[src/rtl/systolic_seq_ctrl.sv]
// Job sequencer for a ROWS x COLS weight-stationary systolic array: loads the stationary
// A matrix, streams N skewed B vectors, drains the array and pulses done.
module systolic_seq_ctrl #(
   parameter int ROWS  = 4,
   parameter int COLS  = 4,
   parameter int VEC_W = 8
) (
   input  logic                       clk_i,
   input  logic                       rst_i,
   input  logic                       start_i,
   input  logic [VEC_W-1:0]           num_vec_i,
   output logic                       busy_o,
   output logic                       done_o,
   output logic [2*ROWS-1:0]          mux_o,
   output logic [ROWS-1:0]            add_zero_o,
   output logic                       w_rd_o,
   output logic [$clog2(ROWS)-1:0]    w_row_o,
   output logic [ROWS-1:0]            b_vld_o,
   output logic [VEC_W-1:0]           vec_idx_o,
   output logic [COLS-1:0]            out_vld_o
);

   localparam int RW   = $clog2(ROWS);
   // p must reach N_max+ROWS+COLS-2 without wrapping; CW adds headroom for window upper bounds
   localparam int PMAX = (2**VEC_W - 1) + ROWS + COLS - 2;
   localparam int PW   = $clog2(PMAX + 1);
   localparam int CW   = PW + 1;

   localparam logic [1:0] MUX_PASS = 2'd0;
   localparam logic [1:0] MUX_LOAD = 2'd1;
   localparam logic [1:0] MUX_PROC = 2'd2;

   localparam logic [1:0] S_IDLE = 2'd0;
   localparam logic [1:0] S_LOAD = 2'd1;
   localparam logic [1:0] S_PROC = 2'd2;
   localparam logic [1:0] S_DONE = 2'd3;

   logic [1:0]       state_q, state_d;
   logic [RW-1:0]    t_q, t_d;
   logic [PW-1:0]    p_q, p_d;
   logic [VEC_W-1:0] n_q, n_d;

   logic          in_load, in_proc, load_last, proc_last;
   logic [CW-1:0] p_ext, n_ext;

   assign in_load   = (state_q == S_LOAD);
   assign in_proc   = (state_q == S_PROC);
   assign load_last = (t_q == RW'(ROWS - 1));
   assign p_ext     = {1'b0, p_q};
   assign n_ext     = CW'(n_q);
   assign proc_last = (p_ext == n_ext + CW'(ROWS + COLS - 2));

   always_comb begin
      state_d = state_q;
      t_d     = t_q;
      p_d     = p_q;
      n_d     = n_q;
      case (state_q)
         S_IDLE: begin
            if (start_i) begin
               n_d     = num_vec_i;
               t_d     = '0;
               state_d = S_LOAD;
            end
         end
         S_LOAD: begin
            if (load_last) begin
               p_d     = '0;
               state_d = (n_q != '0) ? S_PROC : S_DONE;
            end else begin
               t_d = t_q + 1'b1;
            end
         end
         S_PROC: begin
            if (proc_last) begin
               state_d = S_DONE;
            end else begin
               p_d = p_q + 1'b1;
            end
         end
         default: begin
            state_d = S_IDLE;
         end
      endcase
   end

   always_ff @(posedge clk_i) begin
      if (rst_i) begin
         state_q <= S_IDLE;
         t_q     <= '0;
         p_q     <= '0;
         n_q     <= '0;
      end else begin
         state_q <= state_d;
         t_q     <= t_d;
         p_q     <= p_d;
         n_q     <= n_d;
      end
   end

   // Outputs are decoded purely from registered state so start_i never reaches them combinationally.
   always_comb begin
      busy_o     = (state_q != S_IDLE);
      done_o     = (state_q == S_DONE);
      w_rd_o     = in_load;
      w_row_o    = in_load ? (RW'(ROWS - 1) - t_q) : '0;
      add_zero_o = '0;
      add_zero_o[0] = in_proc;
      vec_idx_o  = (in_proc && (p_ext < n_ext)) ? p_q[VEC_W-1:0] : '0;
      mux_o      = '0;
      b_vld_o    = '0;
      out_vld_o  = '0;
      for (int r = 0; r < ROWS; r++) begin
         if (in_proc) begin
            mux_o[2*r +: 2] = MUX_PROC;
         end else if (in_load && load_last) begin
            mux_o[2*r +: 2] = MUX_LOAD;
         end else begin
            mux_o[2*r +: 2] = MUX_PASS;
         end
         // Row r sees vector k at p = k + r (left-edge skew)
         b_vld_o[r] = in_proc && (p_ext >= CW'(r)) && (p_ext < CW'(r) + n_ext);
      end
      for (int c = 0; c < COLS; c++) begin
         out_vld_o[c] = in_proc && (p_ext >= CW'(ROWS + c)) &&
                        (p_ext < CW'(ROWS + c) + n_ext);
      end
   end

endmodule

[config.mk]
export PLATFORM = sky130hd
export DESIGN_NAME = systolic_seq_ctrl
export DESIGN_NICKNAME = d
export VERILOG_FILES = /design/src/rtl/systolic_seq_ctrl.sv
export SDC_FILE = /design/constraint.sdc
export NUM_CORES = 1
export LEC_CHECK = 0
export ABC_AREA = 1
export BUFFER_PORTS_ARGS = -buffer_cell sky130_fd_sc_hd__clkbuf_2
export CORE_UTILIZATION = 45
export DETAILED_ROUTE_END_ITERATION = 10
export GPL_TIMING_DRIVEN = 1
export PLACE_DENSITY = 0.62
export SYNTH_ARGS = -nofsm -noshare
export SYNTH_HDL_FRONTEND = slang
export SYNTH_SLANG_ARGS = --single-unit
[constraint.sdc]
create_clock -name clk_i -period 6.87 [get_ports clk_i]
set_input_delay 1.374 -clock clk_i [delete_from_list [all_inputs] [get_ports clk_i]]
set_output_delay 1.374 -clock clk_i [all_outputs]
set_load 0.02 [all_outputs]
==> results of run 1 <==
## Yosys cell counts (2+ instances only)
cell       count
nand2_1      114
o21ai_0       24
a31oi_1        2
nor2_1        73
o2111ai_1      6
nor2_2         2
buf_4         15
nand3_4        2
ha_1          81
nand3_1       18
buf_2          4
nor3_1         9
inv_1         43
clkinv_1       2
dfxtp_1       21
clkbuf_1       2
inv_2          4
xnor2_1        3
nand4_1       12
nand2_2        2
a21oi_1       46
xor2_1        28
## flip-flops by register name, indices dropped and copies added (netlist names)
register,count
state_q,2
n_q,8
t_q,2
p_q,9
## worst min path at each step
stage                        startpoint             endpoint  slack, ps  depth (start not counted)
floorplan           t_q[0]$_SDFFE_PP0P_  t_q[0]$_SDFFE_PP0P_        450                          2
global placement    t_q[0]$_SDFFE_PP0P_  t_q[0]$_SDFFE_PP0P_        470                          2
detailed placement  t_q[0]$_SDFFE_PP0P_  t_q[0]$_SDFFE_PP0P_        480                          2
CTS                 t_q[0]$_SDFFE_PP0P_  t_q[0]$_SDFFE_PP0P_        500                          2
global route        t_q[1]$_SDFFE_PP0P_  t_q[1]$_SDFFE_PP0P_        520                          2
finish              t_q[1]$_SDFFE_PP0P_  t_q[1]$_SDFFE_PP0P_        500                          2
## cell families (layout without fill, tap and decap cells)
kind of cell,Yosys count,count (layout),synth area share
compound gates,81,81,0.1243
other cells,1,3,0.001062
buf+inv,72,94,0.09458
flops,21,21,0.1190
fa+ha+maj,81,81,0.2869
simple gates,237,237,0.2926
xor+xnor,32,32,0.08148
## critical path: cells and delay by family (launching register included)
kind	cells	cell delay, ps
buf+inv	2	410
simple gates	5	450
flops	1	570
fa+ha+maj	2	640
compound gates	2	540
xor+xnor	1	180
## power groups by stage
stage	Combinational [mW]	Sequential [mW]	Clock, mW
6_report	0.768	0.220	0.0869
5_1_grt	0.883	0.225	0.0962
4_1_cts	0.771	0.219	0.0893
3_5_place_dp	0.767	0.222	0
3_3_place_gp	0.753	0.222	0
2_1_floorplan	0.638	0.179	0
## metrics by stage
stage               std cells  utilization  total power [mW]  cell area, um2
global route              648       0.5082             1.203            3765
floorplan                 527            -            0.8172            3540
global placement          644       0.5019            0.9741            3719
detailed placement        644       0.5019            0.9887            3719
CTS                       648       0.5082             1.079            3765
finish                    648       0.5082             1.074            3765
## layout make-up
cell class,instances,share of cell area
timing repair buffer,40,0.05317
clock inverter,1,0.001329
tap,99,0.03290
inverter,50,0.05018
multi-input combinational,434,0.7398
sequential,21,0.1117
clock buffer,3,0.01097
## metal layers
metal / GRT usage / up-vias / wire, um
li1: - / 1791 / -
met1: 0.3365 / 1559 / 4687
met2: 0.3933 / 115 / 4378
met3: 0.01768 / 19 / 468
met4: 0.08065 / 0 / 219
met5: 0 / - / 0
==> reports/summary.txt, run 1 <==
Setup WS post-layout = 2433 ps
Slew @ Worst Pin = 904.4 ps
Startpoint Class = register
Max-slew violations = 0
DIE AREA = 0.008207 mm2
Slew HR = 0.3971
Final hold vios = 0
Reg area = 420.4 um2
Num ports = 44
Placer Congestion = 0.8759
Worst setup endpoint = out_vld_o[3]
Clock Power Share = 0.081
Most used DFF post-synth = dfxtp_1
Reg clk slew, reported paths = 80 ps
Vias per inst = 5.377
Asr flop ratio synth = 0
# diodes = 0
EDFF count, synth = 0
Max-cap viol count = 0
Psw = 0.6194 mW
RR Endpoint = p_q[0]$_SDFFE_PP0P_
Hpwl dp = 7655 um
Setup crit start = n_q[0]$_SDFFE_PP0P_
CTS tree = done
Max IR drop VDD = 0.2008 mV
Area occupied by multi-input gates = 0.002785 mm2
Clock buffer depth = 2
PD cells = 285.3 mW/mm2
Post-place setup slack = 2735 ps
Die width = 90.60 um
Worst R2R Start = n_q[2]$_SDFFE_PP0P_
Most common cell after layout, fill and taps aside = nand2_1
Worst Reg2Reg Path Length in Cells = 14
Drt initial violations = 234
Final setup fails = 0
Seq/Total Area, Yosys = 0.1190
Critical setup path kind = reg2out
Yosys warns = 0
Layout Nets = 642
Vias = 3484
Final critical-path share of the clock period = 0.6458
Port Buffer Count = 40
Worst Path Arrival = 3060 ps
Largest net degree at the start of global routing = 24
Cell variety after synth = 34
Worst Setup End Kind = primary output
Share of layout cells above drive strength 1 = 0.1129
Core ar. = 0.007408 mm2
Synthesized area = 0.003532 mm2
Post-synthesis area per instance = 6.728 um2
Post-CTS setup buffer count = 0
DRC = 0
Critical Path RT = 5500 ps
Synth top area cells = ha_1 29%, nand2_1 12%, dfxtp_1 12%
GRT Total Usage = 0.2423
H-tree depth = 1
Top-area cell type share of the netlist area = 0.2869
Internal = 0.4548 mW
Cells after Synth = 525
CTS buffer count = 3
Sequential share of power = 0.204
Syn-to-layout area delta = 6.589%
Post-cts resize count = 0
Final-layout fill cell count = 772
Worst Skew = 7.114 ps
Critical path peak fanout = 10
Clock latency on the worst-skew pair = 270 ps
Largest stage delay on the critical path = 570 ps
Total congestion overflow = 0
Num rows = 31
Yosys top cell by area = ha_1
Initial Util = 0.4768
CP Cell Sequence = inv_1 > ha_1 > o21ai_0 > nand2_1 > xor2_1 > ha_1 > nand2_1 > nor2_1 > nand3_1 > o2111ai_1 > nor2_1 > clkbuf_2
Hold_buf cts = 0
Min-Delay Path Class = reg2reg
Synthesis-stage register bit count = 21
Status = complete, no violations
R2r setup slk = 3850 ps
Root Buffer = clkbuf_8
Global-route wire length before repair = 15900 um
Post-DRT Antenna Nets = 0
Max Clock Freq = 225.4 MHz
Most frequent cells in the layout = 114 x nand2_1, 81 x ha_1, 73 x nor2_1, 46 x a21oi_1, 43 x inv_1
Worst path slowest cell = dfxtp_1
Vias in the first global route = 3167
Initial antenna violation count = 0
Hold WS = 498.7 ps
Net Sw Frac = 0.5766
Avg WL per Cell = 15.05 um
Leakage Power = 1.887 nW
Chip height = 90.60 um
DR pass1 iterations = 4
Min Tclk post-route = 4437 ps
WL final = 9753 um
RSZ-0062 raised after global routing = false
Combinational Power Share = 0.715
Setup TNS = 0 ps
Clock sinks = 21
(Power assumes the default switching activity.)
==> run 2, diff against run 1 <==
ABC_AREA = 0   (was 1)
PLACE_DENSITY = 0.65   (was 0.62)
clock period = 3.6 ns   (was 6.87 ns; I/O delays follow)
==> reports/summary.txt, run 2 <==
Status = complete, no violations (unchanged)
Die width = 89.57 um (was 90.60 um)
Synthesis-stage register bit count = 21 (unchanged)
Worst Path Buf+Inv = 1 (was 2)
Num rows = 31 (unchanged)
Critical Path RT = 2880 ps (was 5500 ps)
Clock latency on the worst-skew pair = 270 ps (about the same)
Seq/Total Area, Yosys = 0.1218 (was 0.1190)
Synth top area cells = ha_1 29%, dfxtp_1 12%, xnor2_1 8.6% (was ha_1 29%, nand2_1 12%, dfxtp_1 12%)
Global-route wire length before repair = 15210 um (was 15900 um)
Synthesized area = 0.003451 mm2 (was 0.003532 mm2)
Most used DFF post-synth = dfxtp_1 (unchanged)
EDFF count, synth = 0 (unchanged)
Num ports = 44 (unchanged)
Port Buffer Count = 40 (unchanged)
Final critical-path share of the clock period = 0.9419
Top post-synthesis cells by count = 81 x ha_1, 48 x nor2_1, 41 x nand2_1 (was 114 x nand2_1, 81 x ha_1, 73 x nor2_1)
CTS tree = done (unchanged)
Clock buffer depth = 2 (unchanged)
DRC = 0 (unchanged)
Most used cell, CP = ha_1
Setup WS post-layout = 209.1 ps (was 2433 ps)
Total congestion overflow = 0 (unchanged)
Top-area cell type share of the netlist area = 0.2937 (was 0.2869)
Vias per inst = 5.529 (was 5.377)
Core ar. = 0.007331 mm2 (was 0.007408 mm2)
Yosys warns = 0 (unchanged)
Max-cap viol count = 0 (unchanged)
Top reg by flops = p_q (unchanged)
Min Tclk post-route = 3391 ps
Reg clk slew, reported paths = 90 ps (was 80 ps)
Asr flop ratio synth = 0 (unchanged)
WL final = 9290 um (was 9753 um)
Final hold vios = 0 (unchanged)
Final-layout fill cell count = 734 (was 772)
Initial Util = 0.4707 (was 0.4768)
Max Clock Freq = 294.9 MHz
Drt initial violations = 169 (was 234)
DIE AREA = 0.008023 mm2 (was 0.008207 mm2)
Share of layout cells above drive strength 1 = 0.1460 (was 0.1129)
Leakage Power = 1.700 nW (was 1.887 nW)
Slew HR = 0.4694 (was 0.3971)
Critical setup path kind = reg2out (unchanged)
Most frequent cells in the layout = 80 x ha_1, 48 x nor2_1, 41 x nand2_1, 40 x clkbuf_2, 34 x xnor2_1 (was 114 x nand2_1, 81 x ha_1, 73 x nor2_1, 46 x a21oi_1, 43 x inv_1)
Initial antenna violation count = 0 (unchanged)
H-tree depth = 1 (unchanged)
Critical path peak fanout = 9 (was 10)
Max-slew violations = 0 (unchanged)
Startpoint Class = register (unchanged)
RSZ-0062 raised after global routing = false (unchanged)
Min-Delay Path Class = reg2reg (unchanged)
CP delay by family, top = adder cells (unchanged)
Slew @ Worst Pin = 794.8 ps (was 904.4 ps)
Cell variety after synth = 51 (was 34)
Post-synthesis area per instance = 7.551 um2 (was 6.728 um2)
GRT Total Usage = 0.2480 (was 0.2423)
Max reg flops = 9 (unchanged)
PD cells = 373.8 mW/mm2 (was 285.3 mW/mm2)
Root Buffer = clkbuf_8 (unchanged)
DR pass1 iterations = 4 (unchanged)
# diodes = 0 (unchanged)
Final Power = 1.425 mW (was 1.074 mW)
Chip height = 89.57 um (was 90.60 um)
Post-placement cell area = 0.003756 mm2 (was 0.003719 mm2)
Top-count cell post-synth = ha_1 (was nand2_1)
Post-DRT Antenna Nets = 0 (unchanged)
Non-Filler Instances = 592 (was 648)
Post-place setup slack = 344.3 ps (was 2735 ps)
Vias in the first global route = 3088 (was 3167)
Yosys top cell by area = ha_1 (unchanged)
Worst Setup End Kind = primary output (unchanged)
Syn-to-layout area delta = 10.51% (was 6.589%)
Worst Skew = 13.37 ps (was 7.114 ps)
Hpwl dp = 7221 um (was 7655 um)
Final Cell Area = 0.003814 mm2 (was 0.003765 mm2)
CTS buffer count = 3 (unchanged)
Cells after Synth = 457 (was 525)
Max IR drop VDD = 0.3803 mV (was 0.2008 mV)
Final setup fails = 0 (unchanged)
Avg WL per Cell = 15.69 um (was 15.05 um)
Largest stage delay on the critical path = 440 ps (was 570 ps)
Placed cell count = 588 (was 644)
Most common cell after layout, fill and taps aside = ha_1 (was nand2_1)
Placer Congestion = 0.8857 (was 0.8759)
Clock sinks = 21 (unchanged)
Setup TNS = 0 ps (unchanged)
CP Cell Sequence = ha_1 > and3_1 > nand2_1 > xnor2_1 > ha_1 > a21oi_1 > nor2b_1 > o21ai_0 > o41ai_1 > nor4_1 > clkbuf_2 (was inv_1 > ha_1 > o21ai_0 > nand2_1 > xor2_1 > ha_1 > nand2_1 > nor2_1 > nand3_1 > o2111ai_1 > nor2_1 > clkbuf_2)
Vias = 3273 (was 3484)
Largest net degree at the start of global routing = 22 (was 24)
Largest regs = p_q x9, n_q x8 (unchanged)
Worst path slowest cell = dfxtp_2 (was dfxtp_1)
Layout Nets = 586 (was 642)
Worst Path Arrival = 2670 ps (was 3060 ps)
## run 2: power by group
part	leakage (nW)	internal [mW]	switching (mW)
Clock	0.0228	0.0792	0.0849
Combinational	1.51	0.354	0.593
Sequential	0.172	0.266	0.0483
Total	1.70	0.699	0.726
## run 2: logic make-up after synthesis
family	count (synthesis)	share of synthesized area
buffers and inverters	53	0.07288
multiplexers	4	0.01197
AND/OR/NAND/NOR	165	0.2415
flip-flops	21	0.1218
XOR/XNOR	36	0.09137
adder cells (fa/ha/maj)	81	0.2937
other	1	0.001087
AO/OA/AOI/OAI	96	0.1657
## run 2: tightest hold or removal path, cell delays in order (launching register included)
cell	delay (ps)
dfxtp_1	350
o21ai_0	80
a21oi_1	60
## run 2: timing repair
item,4_1_cts,5_1_grt
hold buffers,0,0
endpoints found under the setup margin,0,7
resized for setup,0,5
endpoints found under the hold margin,0,0
buffers inserted,0,0
## run 2: metrics by stage
stage / hold slack, ps / util
2_1_floorplan: 489.5 / -
3_3_place_gp: 510.3 / 0.5124
3_5_place_dp: 524.5 / 0.5124
4_1_cts: 536.8 / 0.5185
5_1_grt: 581.3 / 0.5202
6_report: 531.2 / 0.5202
## run 2: final timing paths
path | from | endpoint | slack (ps) | cells after the start
max | n_q[3]$_SDFFE_PP0P_ | b_vld_o[1] | 210 | 11
min | t_q[0]$_SDFFE_PP0P_ | t_q[0]$_SDFFE_PP0P_ | 530 | 2
max reg2reg | n_q[2]$_SDFFE_PP0P_ | state_q[1]$_SDFFE_PP0P_ | 660 | 11
min reg2reg | t_q[0]$_SDFFE_PP0P_ | t_q[0]$_SDFFE_PP0P_ | 530 | 2
## run 2: area by class of cell
| type | instances | area [um2] | area share |
|---|---|---|---|
| multi-input cells | 385 | 2796 | 0.7333 |
| flip-flops and latches | 21 | 422.9 | 0.1109 |
| repair buffers | 57 | 327.8 | 0.08596 |
| well taps | 99 | 123.9 | 0.03248 |
| inverters | 26 | 97.59 | 0.02559 |
| clock buffers | 4 | 45.04 | 0.01181 |
## run 2: per-layer routing
| metal | wire, um | global-route usage | vias up |
|---|---|---|---|
| met5 | 0 | 0 | - |
| met4 | 433 | 0.1270 | 0 |
| met3 | 341 | 0.02102 | 29 |
| met2 | 4128 | 0.4084 | 82 |
| met1 | 4386 | 0.3238 | 1492 |
| li1 | - | - | 1670 |
